$ cat src/rtl/sub32_pipe.sv
// Two-stage pipelined subtractor (diff = A - B - b_in) with valid/ready handshake.
// The low half and its carry are registered in stage 1; the high half completes in stage 2.
module sub32_pipe #(
  parameter int WIDTH = 32
) (
  input  logic             clk,
  input  logic             rst_n,
  input  logic             in_valid,
  output logic             in_ready,
  input  logic [WIDTH-1:0] A,
  input  logic [WIDTH-1:0] B,
  input  logic             b_in,
  output logic             out_valid,
  input  logic             out_ready,
  output logic [WIDTH-1:0] diff,
  output logic             b_out,
  output logic             zero,
  output logic             neg,
  output logic             ovf
);

  localparam int HALF = WIDTH / 2;

  logic            s1_valid;
  logic [HALF-1:0] lo_diff;
  logic [HALF-1:0] a_hi;
  logic [HALF-1:0] b_hi;
  logic            c_mid;

  logic             out_free;
  logic             s1_free;
  logic             accept;
  logic             advance;
  logic [HALF:0]    lo_sum;
  logic [HALF:0]    hi_sum;
  logic [WIDTH-1:0] full;

  assign out_free = !out_valid || out_ready;
  assign s1_free  = !s1_valid || out_free;
  assign in_ready = s1_free;
  assign accept   = in_valid && s1_free;
  assign advance  = s1_valid && out_free;

  // Subtraction as A + ~B + !b_in: a carry of 1 out of a half means no borrow.
  assign lo_sum = {1'b0, A[HALF-1:0]} + {1'b0, ~B[HALF-1:0]} + {{HALF{1'b0}}, !b_in};
  assign hi_sum = {1'b0, a_hi} + {1'b0, ~b_hi} + {{HALF{1'b0}}, c_mid};
  assign full   = {hi_sum[HALF-1:0], lo_diff};

  always_ff @(posedge clk or negedge rst_n) begin
    if (!rst_n) begin
      s1_valid <= 1'b0;
      lo_diff  <= '0;
      a_hi     <= '0;
      b_hi     <= '0;
      c_mid    <= 1'b0;
    end else begin
      if (s1_free) begin
        s1_valid <= in_valid;
      end
      if (accept) begin
        lo_diff <= lo_sum[HALF-1:0];
        c_mid   <= lo_sum[HALF];
        a_hi    <= A[WIDTH-1:HALF];
        b_hi    <= B[WIDTH-1:HALF];
      end
    end
  end

  // Result and flags only change when a new beat moves in; a drained output keeps its last values.
  always_ff @(posedge clk or negedge rst_n) begin
    if (!rst_n) begin
      out_valid <= 1'b0;
      diff      <= '0;
      b_out     <= 1'b0;
      zero      <= 1'b0;
      neg       <= 1'b0;
      ovf       <= 1'b0;
    end else begin
      if (out_free) begin
        out_valid <= s1_valid;
      end
      if (advance) begin
        diff  <= full;
        b_out <= !hi_sum[HALF];
        zero  <= (full == '0);
        neg   <= full[WIDTH-1];
        ovf   <= (a_hi[HALF-1] != b_hi[HALF-1]) && (full[WIDTH-1] != a_hi[HALF-1]);
      end
    end
  end

endmodule

$ cat config.mk
export PLATFORM = sky130hd
export DESIGN_NAME = sub32_pipe
export DESIGN_NICKNAME = d
export VERILOG_FILES = /design/src/rtl/sub32_pipe.sv
export SDC_FILE = /design/constraint.sdc
export NUM_CORES = 1
export LEC_CHECK = 0
export ABC_CLOCK_PERIOD_IN_PS = 5700
export BUFFER_PORTS_ARGS = -buffer_cell sky130_fd_sc_hd__buf_2
export CAP_MARGIN = 0
export CORE_MARGIN = 5
export CORE_UTILIZATION = 30
export CTS_BUF_LIST = sky130_fd_sc_hd__clkbuf_16
export DETAILED_ROUTE_END_ITERATION = 12
export PLACE_DENSITY = 0.48
export SYNTH_ARGS = -nofsm -noshare
export SYNTH_HDL_FRONTEND = slang
export SYNTH_SLANG_ARGS = --single-unit
$ cat constraint.sdc
create_clock -name clk -period 5.7 [get_ports clk]
set_input_delay 0.57 -clock clk [delete_from_list [all_inputs] [get_ports clk]]
set_output_delay 0.57 -clock clk [all_outputs]
set_load 0.05 [all_outputs]
==> results of run 1 <==
## where the power goes
group	internal, mW	switching, mW
sequential	0.752	0.0926
combinational	0.297	0.699
clock	0.296	0.261
total	1.35	1.05
## cell families after synthesis
group | synth area share
and+or+nand+nor | 0.212
muxes | 0.00235
xor gates and xnor gates | 0.0345
DFF | 0.450
buffers and inverters | 0.0502
AOI/OAI and AO/OA | 0.156
adders and majority gates | 0.0952
## tightest hold or removal path, delay by kind of cell
family	cells	cell delay (ns)
AND/OR/NAND/NOR	2	0.09
buffers and inverters	1	0.07
## cells in the mapped netlist, drive strengths merged, types with 2 or more instances
library cell  count  share of area
nor2             16          0.013
nor4b             2         0.0068
nand2b            4         0.0052
or2               2         0.0026
inv              44          0.035
nand3b            2         0.0031
a21o              4         0.0063
nor3              9          0.010
a31oi             3         0.0039
a221o             2         0.0044
fa                4          0.017
clkbuf           16          0.013
dfrtp            86           0.45
o21a              9          0.014
a21boi            2         0.0031
buf               3         0.0031
o21ai            50          0.052
nand4             5         0.0078
ha               30          0.078
a21oi            19          0.021
nand3             5         0.0052
or4               3         0.0047
and2              3         0.0039
nor2b             3         0.0039
nor4              3         0.0039
and3              4         0.0052
o31ai            13          0.025
xor2              7          0.013
xnor2            11          0.022
a211oi            2         0.0042
nand2           166           0.13
## layout make-up
cell class / count / share of cell area
inverter: 44 / 0.0284
clock inverter: 7 / 0.00861
tap: 216 / 0.0465
timing repair buffer: 109 / 0.0956
sequential: 86 / 0.370
clock buffer: 9 / 0.0388
multi-input combinational: 397 / 0.412
## state kept, by name (all words and copies together) (netlist names)
name       count
zero           1
out_valid      1
c_mid          1
ovf            1
s1_valid       1
b_out          1
diff          32
lo_diff       16
a_hi          16
b_hi          16
## routing by layer
metal,share of wire,global-route usage,routed length (µm)
met1,0.48,0.187,6010
met2,0.46,0.234,5820
met3,0.037,0.0281,470
met4,0.022,0.0610,280
met5,0,0,0
## worst max path at each step
stage	from	end	slack [ns]	cells past startpoint
3_5_place_dp	A[0]	lo_diff[14]	2.64	12
4_1_cts	a_hi[0]	diff[30]	2.87	12
2_1_floorplan	A[0]	lo_diff[14]	3.04	11
6_report	a_hi[0]	diff[30]	2.87	12
3_3_place_gp	A[0]	lo_diff[14]	2.73	12
5_1_grt	a_hi[0]	diff[30]	2.66	12
## layout by cell type (no fill, tap or decap), types with 2 or more instances in the layout
master,Yosys,layout
sky130_fd_sc_hd__nand2b_1,4,4
sky130_fd_sc_hd__nor2_1,15,15
sky130_fd_sc_hd__clkinvlp_4,0,2
sky130_fd_sc_hd__nand3b_1,2,2
sky130_fd_sc_hd__o21a_1,9,9
sky130_fd_sc_hd__nand3_1,5,5
sky130_fd_sc_hd__nor4_1,3,3
sky130_fd_sc_hd__dfrtp_1,86,86
sky130_fd_sc_hd__xor2_1,7,7
sky130_fd_sc_hd__a31oi_1,3,3
sky130_fd_sc_hd__buf_2,0,105
sky130_fd_sc_hd__a21oi_1,18,18
sky130_fd_sc_hd__ha_1,30,30
sky130_fd_sc_hd__a21o_1,4,4
sky130_fd_sc_hd__and2_1,3,3
sky130_fd_sc_hd__inv_1,44,44
sky130_fd_sc_hd__fa_1,4,4
sky130_fd_sc_hd__o21ai_0,34,34
sky130_fd_sc_hd__o31ai_2,2,2
sky130_fd_sc_hd__xnor2_1,10,10
sky130_fd_sc_hd__clkbuf_16,0,9
sky130_fd_sc_hd__o31ai_1,10,10
sky130_fd_sc_hd__nand4_1,4,4
sky130_fd_sc_hd__buf_4,1,4
sky130_fd_sc_hd__clkinv_4,0,2
sky130_fd_sc_hd__or4_1,3,3
sky130_fd_sc_hd__or2_2,2,2
sky130_fd_sc_hd__o21ai_1,16,16
sky130_fd_sc_hd__nor3_1,8,8
sky130_fd_sc_hd__and3_1,4,4
sky130_fd_sc_hd__nand2_1,166,165
sky130_fd_sc_hd__nor2b_1,3,3
## stage by stage
step	total power [mW]	setup WS (ns)	instances	hold slack (ns)
floorplan	1.59	3.04	546	0.274
global placement	1.85	2.73	852	0.463
detailed placement	1.86	2.64	852	0.461
CTS	2.43	2.87	868	0.404
global route	2.55	2.66	868	0.413
finish	2.40	2.87	868	0.417
==> results.md, run 1 <==
* Run status: complete, no violations
* Global-route wire length before repair at 21000 µm
* Max-Slew Margin vs Limit at 0.245
* Post-synthesis async set-or-reset flop share at 1.00
* Placed cell area at 0.00554 mm²
* CTS Buf Count at 9
* Post-layout minimum cycle time at 2.83 ns
* Worst Reg-to-Reg Cells at 12
* Worst-path cell with the longest stage delay: sky130_fd_sc_hd__fa_1
* Prevailing post-synth register cell: sky130_fd_sc_hd__dfrtp_1
* Worst-Margin Slew at 1.13 ns
* Final instance area at 0.00581 mm²
* Die W at 136 µm
* Overall routing resource usage at 0.144
* Pin count of the biggest net entering global routing at 87
* Detailed-route DRC error count at 0
* Post-Syn Nets at 649
* CTS H-tree depth at 3
* Share of cells above drive strength 1 at 0.218
* Vias post-DR at 4017
* Critical Path RT at 5.94 ns
* Nature of the critical path startpoint: register
* Row Count at 46
* Layout filler cell count at 1680
* Initial drt markers at 169
* Cell chosen for the clock root: sky130_fd_sc_hd__clkbuf_16
* Total die area at 0.0186 mm²
* Total of endpoints with negative setup slack in the final report at 0
* Cell chain of the critical path: inv_1 > fa_1 > inv_1 > fa_1 > a211oi_2 > nor3_1 > o31ai_2 > a21oi_1 > a21o_1 > a21oi_1 > xnor2_1 > mux2_2
* Routability-driven placement congestion ratio at 0.855
* Worst Hold Path EP: a_hi[8]
* Remaining Overflow, GRT at 0
* Fin util at 0.369
* Longest individual stage delay on the worst path at 0.41 ns
* Drt pass-1 iters at 4
* Maximum Capacitance Violations at 0
* Antenna violation net count after detailed routing at 0
* Kind of cell with the highest combined delay on the critical path: compound AO/OA/AOI/OAI gates
* Synthesized area per cell at 8.76 µm²
* Static power due to leakage at 2.94 nW
* Initial Utilization at 0.303
* Chip height at 136 µm
* Count of hold buffers inserted by post-cts repair at 0
* Clock transition at the registers of the reported paths at 0.07 ns
* Buffers inserted by post-CTS timing repair at 0
* Worst min-delay path startpoint: A[24]
* Drt via density at 4.63
* Capturing point of the worst reg2reg path: diff[30]
* Peak supply drop at 0.000175 V
* Worst setup EP type: register
* Pwr dens at 413 mW/mm²
* Source-to-sink clock delay at the later pin of the worst-skew pair at 0.35 ns
* Antenna diode instance count at 0
* Number of flops mapped to enable cells by yosys at 0
* Initial antenna violation count at 0
* Worst hold path depth at 3
* Total area of multi-input combinational cells at 0.00239 mm²
* DPL Wire Length at 9480 µm
* Pins over their slew limit at 0
* Setup repair after global routing missed its margin: false
* Setup Crit Path Kind: register to register
* Sequential cell area fraction in the yosys report at 0.450
* Wire length after detailed routing at 12600 µm
* Flops & latches, synth at 86
* TNS Setup at 0 ns
* Tightest Hold Check Type: input port to register
* Max FO, Critical Path at 4
* Via count of the first global-routing pass at 4281
* Fmax achieved at 0.353 GHz
* Area delta synth->final at 21.5%
* Signal arrival time at the worst endpoint at 3.07 ns
* Total Nets Final at 750
* Post-Syn Area at 0.00478 mm²
* I/O Buffers at 106
* Cell variety after synth at 58
* Number of standard cells after synthesis at 546
* Max Clock Skew at 0.00910 ns
* Count of instances resized after the clock tree is built at 0
* Worst-case register-to-register setup slack at 2.87 ns
* CTS sink count at 86
* Core region area at 0.0158 mm²
* Buffer depth of the longest clock path at 2
* Count of warnings emitted by yosys at 0
* WP buf/inv at 2
* Launch point of the worst reg-to-reg path: a_hi[0]
* Final worst-path cycle share at 0.497
* Routed length per instance at 14.5 µm
* FF+latch area at 0.00215 mm²
* IO Count at 107
* Clock tree from TritonCTS: done
* Hold Vio Cnt, Final at 0
Power figures use the tool's default switching activity.
==> run 2, diff against run 1 <==
- ABC_CLOCK_PERIOD_IN_PS: 5700 -> 2670
- clock period: 5.7 -> 2.67 ns (I/O delays scaled with it)
==> run 2 against run 1 <==
  * Cell count increased by 1.0%
  * Sequential power rose by 110%
  * Largest power group unchanged
  * Fmax up 9.0%
==> results.md, run 2 (same netlist as run 1, synthesis figures left out) <==
* Worst-Margin Slew at 0.538 ns (-0.595 ns)
* Tightest Hold Check Type: input port to register
* Pins over their slew limit at 0 (unchanged)
* Vias post-DR at 4116 (+2.5%)
* Max-Slew Margin vs Limit at 0.641 (+0.396)
* Initial Utilization at 0.303 (unchanged)
* Maximum Capacitance Violations at 0 (unchanged)
* Worst setup EP type: register
* Max Clock Skew at 0.00613 ns (-0.00297 ns)
* Post-layout minimum cycle time at 2.60 ns (-0.235 ns)
* Switching Fraction at 0.418 (-0.0206)
* Launch point of the worst reg-to-reg path: c_mid
* Peak supply drop at 0.000421 V (+140%)
* FF+latch area at 0.00215 mm² (unchanged)
* Max FO, Critical Path at 2 (-2)
* Flop pwr share at 0.338 (-0.014)
* Design internal power at 3.11 mW (+130%)
* Capturing point of the worst reg2reg path: diff[30]
* TNS Setup at 0 ns (unchanged)
* Cell chain of the critical path: inv_2 > fa_2 > inv_2 > fa_2 > a211oi_4 > nor3_2 > o31ai_2 > a21oi_2 > a21o_1 > a21oi_2 > xnor2_1 > mux2_2
* Area delta synth->final at 25.4%
* CTS H-tree depth at 3 (unchanged)
* Worst slack, placed at -0.0497 ns (-2.69 ns)
* Final worst-path cycle share at 0.973 (+0.476)
* Row Count at 46 (unchanged)
* Final non-filler cell total at 877 (+1.0%)
* Total of endpoints with negative setup slack in the final report at 0 (unchanged)
* Crit path setup slack, layout at 0.0721 ns (-2.80 ns)
* Nature of the critical path startpoint: register
* Layout filler cell count at 1678 (-0.12%)
* Run status: complete, no violations
* Global-route wire length before repair at 21000 µm (-0.23%)
* Via count of the first global-routing pass at 4330 (+1.1%)
* Register name with the most flops: diff
* Most common library cell in the layout ignoring fill and taps: sky130_fd_sc_hd__nand2_1
* Worst-path cell with the longest stage delay: sky130_fd_sc_hd__fa_2
* Drt pass-1 iters at 4 (unchanged)
* Cell chosen for the clock root: sky130_fd_sc_hd__clkbuf_16
* Initial drt markers at 189 (+12%)
* Routed length per instance at 14.2 µm (-2.3%)
* Drt via density at 4.69 (+1.4%)
* Power share of the combinational group at 0.416 (about the same)
* Signal arrival time at the worst endpoint at 2.83 ns (-0.24 ns)
* Setup Crit Path Kind: register to register
* Overall routing resource usage at 0.142 (-0.00155)
* Source-to-sink clock delay at the later pin of the worst-skew pair at 0.34 ns (about the same)
* Routability-driven placement congestion ratio at 0.855 (unchanged)
* Clock tree from TritonCTS: done
* Worst min-delay path startpoint: A[23]
* Initial antenna violation count at 0 (unchanged)
* Chip height at 136 µm (unchanged)
* Detailed-route DRC error count at 0 (unchanged)
* Total die area at 0.0186 mm² (unchanged)
* Critical Path RT at 2.90 ns (-3.04 ns)
* Worst Reg-to-Reg Cells at 12 (unchanged)
* Core region area at 0.0158 mm² (unchanged)
* Clock transition at the registers of the reported paths at 0.06 ns (about the same)
* Antenna diode instance count at 0 (unchanged)
* Pwr dens at 892 mW/mm² (+120%)
* Worst hold margin at 0.117 ns (-0.299 ns)
* Die W at 136 µm (unchanged)
* Longest individual stage delay on the worst path at 0.39 ns (-0.02 ns)
* Static power due to leakage at 3.03 nW (+3.2%)
* Worst Hold Path EP: a_hi[7]
* CTS sink count at 86 (unchanged)
* Total Nets Final at 760 (+1.3%)
* Antenna violation net count after detailed routing at 0 (unchanged)
* Worst hold path depth at 3 (unchanged)
* I/O Buffers at 106 (unchanged)
* Total area of multi-input combinational cells at 0.00246 mm² (+2.8%)
* Hold Vio Cnt, Final at 0 (unchanged)
* Wire length after detailed routing at 12400 µm (-1.3%)
* Setup repair after global routing missed its margin: true
* Max FFs per register at 32 (unchanged)
* Pin count of the biggest net entering global routing at 51 (-41%)
* Worst-case register-to-register setup slack at 0.07 ns (-2.80 ns)
* Share of cells above drive strength 1 at 0.248 (+0.0303)
* DPL Wire Length at 9640 µm (+1.6%)
* Buffer depth of the longest clock path at 2 (unchanged)
* CTS Buf Count at 9 (unchanged)
* Remaining Overflow, GRT at 0 (unchanged)
* Fmax achieved at 0.385 GHz (+9.0%)
* Placed Instances at 859 (+0.82%)
* IO Count at 107 (unchanged)
* Net switching power at 2.24 mW (+110%)
* Clk network pwr share at 0.246 (+0.014)
* Most frequent cells in the layout: sky130_fd_sc_hd__nand2_1, sky130_fd_sc_hd__buf_2, sky130_fd_sc_hd__dfrtp_1
-- run 2: worst max-delay path by stage --
stage          startpoint       end  slack, ns  cells past startpoint
2_1_floorplan     a_hi[0]  diff[30]       0.12                     12
3_3_place_gp      a_hi[0]  diff[30]     -0.005                     12
3_5_place_dp      a_hi[0]  diff[30]      -0.05                     12
4_1_cts             c_mid      zero      0.008                     13
5_1_grt             c_mid      zero      -0.06                     13
6_report            c_mid  diff[30]       0.07                     12
-- run 2: power by group through the flow --
stage | sequential [mW] | combinational [mW] | clock, mW
after global routing | 1.85 | 2.43 | 1.41
final | 1.81 | 2.23 | 1.32
after global placement | 1.83 | 2.15 | 0
after CTS | 1.81 | 2.20 | 1.36
after floorplan | 2.43 | 0.962 | 0
after detailed placement | 1.83 | 2.17 | 0
-- run 2: cell type report --
type | count | area share
Timing Repair Buffer | 119 | 0.108
Sequential cell | 86 | 0.359
Tap cell | 216 | 0.0451
Multi-Input combinational cell | 397 | 0.410
Inverter | 44 | 0.0275
Clock buffer | 9 | 0.0375
Clock inverter | 6 | 0.0131
-- run 2: worst max-delay path: cells and delay by family, from the launching register on --
kind	cells	cell delay [ns]
xor+xnor	1	0.10
buf+inv	2	0.11
compound gates	5	0.97
flops	1	0.37
mux	1	0.27
fa+ha+maj	2	0.60
simple gates	1	0.07
-- run 2: per-layer routing --
metal | GRT usage | vias up | part of all wire
met5 | 0 | - | 0
met4 | 0.0666 | 0 | 0.027
met3 | 0.0292 | 22 | 0.044
met2 | 0.231 | 88 | 0.46
met1 | 0.182 | 1950 | 0.46
li1 | - | 2056 | -
-- run 2: stage by stage --
step	total power, mW	cell area (µm²)	utilization
floorplan	3.39	4780	-
global placement	3.98	5600	0.355
detailed placement	4.00	5600	0.355
CTS	5.37	5940	0.377
global route	5.68	6000	0.380
finish	5.35	6000	0.380
-- run 2: what timing repair did --
item | in CTS | in global routing
gates cloned | 0 | 0
hold endpoints to repair | 40 | 0
setup buffers | 1 | 1
setup endpoints to repair | 2 | 3
hold buffers | 1 | 0
pin swaps | 4 | 12
gates resized for setup | 6 | 10
==> run 3, diff against run 2 <==
- CORE_MARGIN: 5 -> 2
- SKIP_LAST_GASP: default -> 1
==> run 3 against run 2 <==
  * Non-clock buffer count increased by 4
  * Total power decreased by 1.8%
  * Clock power decreased by 8%
  * Count of clock-buffer cells in the layout unchanged
  * Design area unchanged
  * Clock skew about the same
  * Die area decreased by 8.6%
  * Worst hold slack got worse by 0.0030 ns
==> results.md, run 3 (same netlist as run 1, synthesis figures left out) <==
* Static power due to leakage at 3.04 nW (+0.28%)
* Core region area at 0.0157 mm² (-0.36%)
* Source-to-sink clock delay at the later pin of the worst-skew pair at 0.34 ns (about the same)
* Longest individual stage delay on the worst path at 0.38 ns (about the same)
* Cell chain of the critical path: inv_2 > fa_2 > inv_2 > fa_2 > a211oi_4 > nor3_2 > o31ai_2 > a21oi_2 > a21o_1 > a21oi_2 > xnor2_2 > mux2_2
* Pin count of the biggest net entering global routing at 51 (unchanged)
* I/O Buffers at 106 (unchanged)
* CTS Buf Count at 9 (unchanged)
* Wire length after detailed routing at 12300 µm (-1.2%)
* Routed length per instance at 13.9 µm (-1.7%)
* Clock transition at the registers of the reported paths at 0.06 ns (about the same)
* Area delta synth->final at 25.4% (unchanged)
* Nature of the critical path startpoint: register
* Drt via density at 4.61 (-1.8%)
* Remaining Overflow, GRT at 0 (unchanged)
* Hold Vio Cnt, Final at 0 (unchanged)
* Tightest Hold Check Type: input port to register
* Signal arrival time at the worst endpoint at 2.83 ns (about the same)
* Share of cells above drive strength 1 at 0.252 (+0.00414)
* Worst slack, placed at -0.0380 ns (+0.0118 ns)
* Clock tree from TritonCTS: done
* Routability-driven placement congestion ratio at 0.812 (-5.1%)
* Power Total at 5.26 mW (-1.8%)
* Die W at 130 µm (-4.4%)
* Worst setup EP type: register
* Post-layout minimum cycle time at 2.60 ns (-0.00232 ns)
* Detailed-route DRC error count at 0 (unchanged)
* Max FO, Critical Path at 2 (unchanged)
* Fmax achieved at 0.385 GHz (about the same)
* Most common library cell in the layout ignoring fill and taps: sky130_fd_sc_hd__nand2_1
* Max FFs per register at 32 (unchanged)
* CTS H-tree depth at 3 (unchanged)
* Maximum Capacitance Violations at 0 (unchanged)
* Placed Instances at 860 (+0.12%)
* Vias post-DR at 4067 (-1.2%)
* Antenna diode instance count at 0 (unchanged)
* Pwr dens at 876 mW/mm² (-1.8%)
* Total die area at 0.0170 mm² (-8.6%)
* Worst-path cell with the longest stage delay: sky130_fd_sc_hd__fa_2
* Chip height at 130 µm (-4.4%)
* Worst-Margin Slew at 0.595 ns (+0.0566 ns)
* Row Count at 46 (unchanged)
* Most frequent cells in the layout: sky130_fd_sc_hd__nand2_1, sky130_fd_sc_hd__buf_2, sky130_fd_sc_hd__dfrtp_1
* Final worst-path cycle share at 0.972 (about the same)
* Buffer depth of the longest clock path at 2 (unchanged)
* Pins over their slew limit at 0 (unchanged)
* Final non-filler cell total at 882 (+0.57%)
* DPL Wire Length at 9420 µm (-2.3%)
* TNS Setup at 0 ns (unchanged)
* Global-route wire length before repair at 19700 µm (-6.0%)
* Drt pass-1 iters at 4 (unchanged)
* IO Count at 107 (unchanged)
* Initial Utilization at 0.304 (+0.00111)
* Critical Path RT at 2.90 ns (about the same)
* Run status: complete, no violations
* Via count of the first global-routing pass at 3970 (-8.3%)
* Initial drt markers at 184 (-2.6%)
* Setup repair after global routing missed its margin: true
* Register name with the most flops: diff
* Setup Crit Path Kind: register to register
* Overall routing resource usage at 0.150 (+0.00749)
* Peak supply drop at 0.000416 V (-1.2%)
* Total of endpoints with negative setup slack in the final report at 0 (unchanged)
* Total Nets Final at 764 (+0.53%)
* Max-Slew Margin vs Limit at 0.603 (-0.0378)
* Initial antenna violation count at 0 (unchanged)
* Antenna violation net count after detailed routing at 0 (unchanged)
* CTS sink count at 86 (unchanged)
* Max Clock Skew at 0.00653 ns (+0.000397 ns)
* Crit path setup slack, layout at 0.0744 ns (+0.00232 ns)
* Cell chosen for the clock root: sky130_fd_sc_hd__clkbuf_16
[run 3: changes by cell type in the layout (fill, tap and decap cells not counted)]
cell,delta
sky130_fd_sc_hd__o21ai_2,+1
sky130_fd_sc_hd__xnor2_4,-1
sky130_fd_sc_hd__xnor2_2,+1
sky130_fd_sc_hd__clkinv_1,+2
sky130_fd_sc_hd__buf_4,+4
sky130_fd_sc_hd__bufinv_16,-1
sky130_fd_sc_hd__o21ai_1,-1
[run 3: metal layers]
metal	up-vias	share of wire	GRT usage
met5	-	0	0
met4	0	0.017	0.0557
met3	13	0.038	0.0275
met2	86	0.47	0.244
met1	1903	0.48	0.199
li1	2065	-	-
[run 3: final timing paths]
kind,start,to,slack [ns],depth (start not counted)
min reg2reg,diff[14],diff[14],0.47,2
max in group asynchronous,rst_n,ovf,1.56,3
max,c_mid,diff[30],0.07,12
min,A[20],a_hi[4],0.11,3
max reg2reg,c_mid,diff[30],0.07,12
min in group asynchronous,rst_n,a_hi[5],0.48,2
[run 3: what timing repair did]
item                                    CTS  global route
endpoints found under the setup margin    2             3
endpoints found under the hold margin    42             0
pin swaps                                 3            15
resized for setup                         5            11
buffers inserted                          1             4
hold buffers                              1             0
[run 3: metrics by stage]
stage / util / instance area [µm²] / hold slack [ns]
global route: 0.382 / 6000 / 0.112
global placement: 0.357 / 5610 / 0.317
detailed placement: 0.357 / 5610 / 0.322
finish: 0.382 / 6000 / 0.114
floorplan: - / 4780 / -0.0286
CTS: 0.377 / 5920 / 0.108
[run 3: report_power, final]
group          switching, mW  internal, mW  total (mW)  leakage, nW
Clock                  0.505         0.710        1.22        0.145
Sequential             0.199          1.61        1.81         1.05
Combinational           1.52         0.709        2.23         1.85
[run 3: worst max-delay path: cells and delay by family (launching register included)]
kind / cells / cell delay [ns]
AOI/OAI and AO/OA: 5 / 1.00
and+or+nand+nor: 1 / 0.06
xor gates and xnor gates: 1 / 0.09
DFF: 1 / 0.37
buffers and inverters: 2 / 0.11
adders and majority gates: 2 / 0.59
muxes: 1 / 0.26
[run 3: area by class of cell]
cell class	instances	area (µm²)
Fill cell	1653	9710
Multi-Input combinational cell	397	2450
Sequential cell	86	2150
Timing Repair Buffer	123	676
Tap cell	216	270
Clock buffer	9	225
Inverter	44	165
Clock inverter	7	56.3
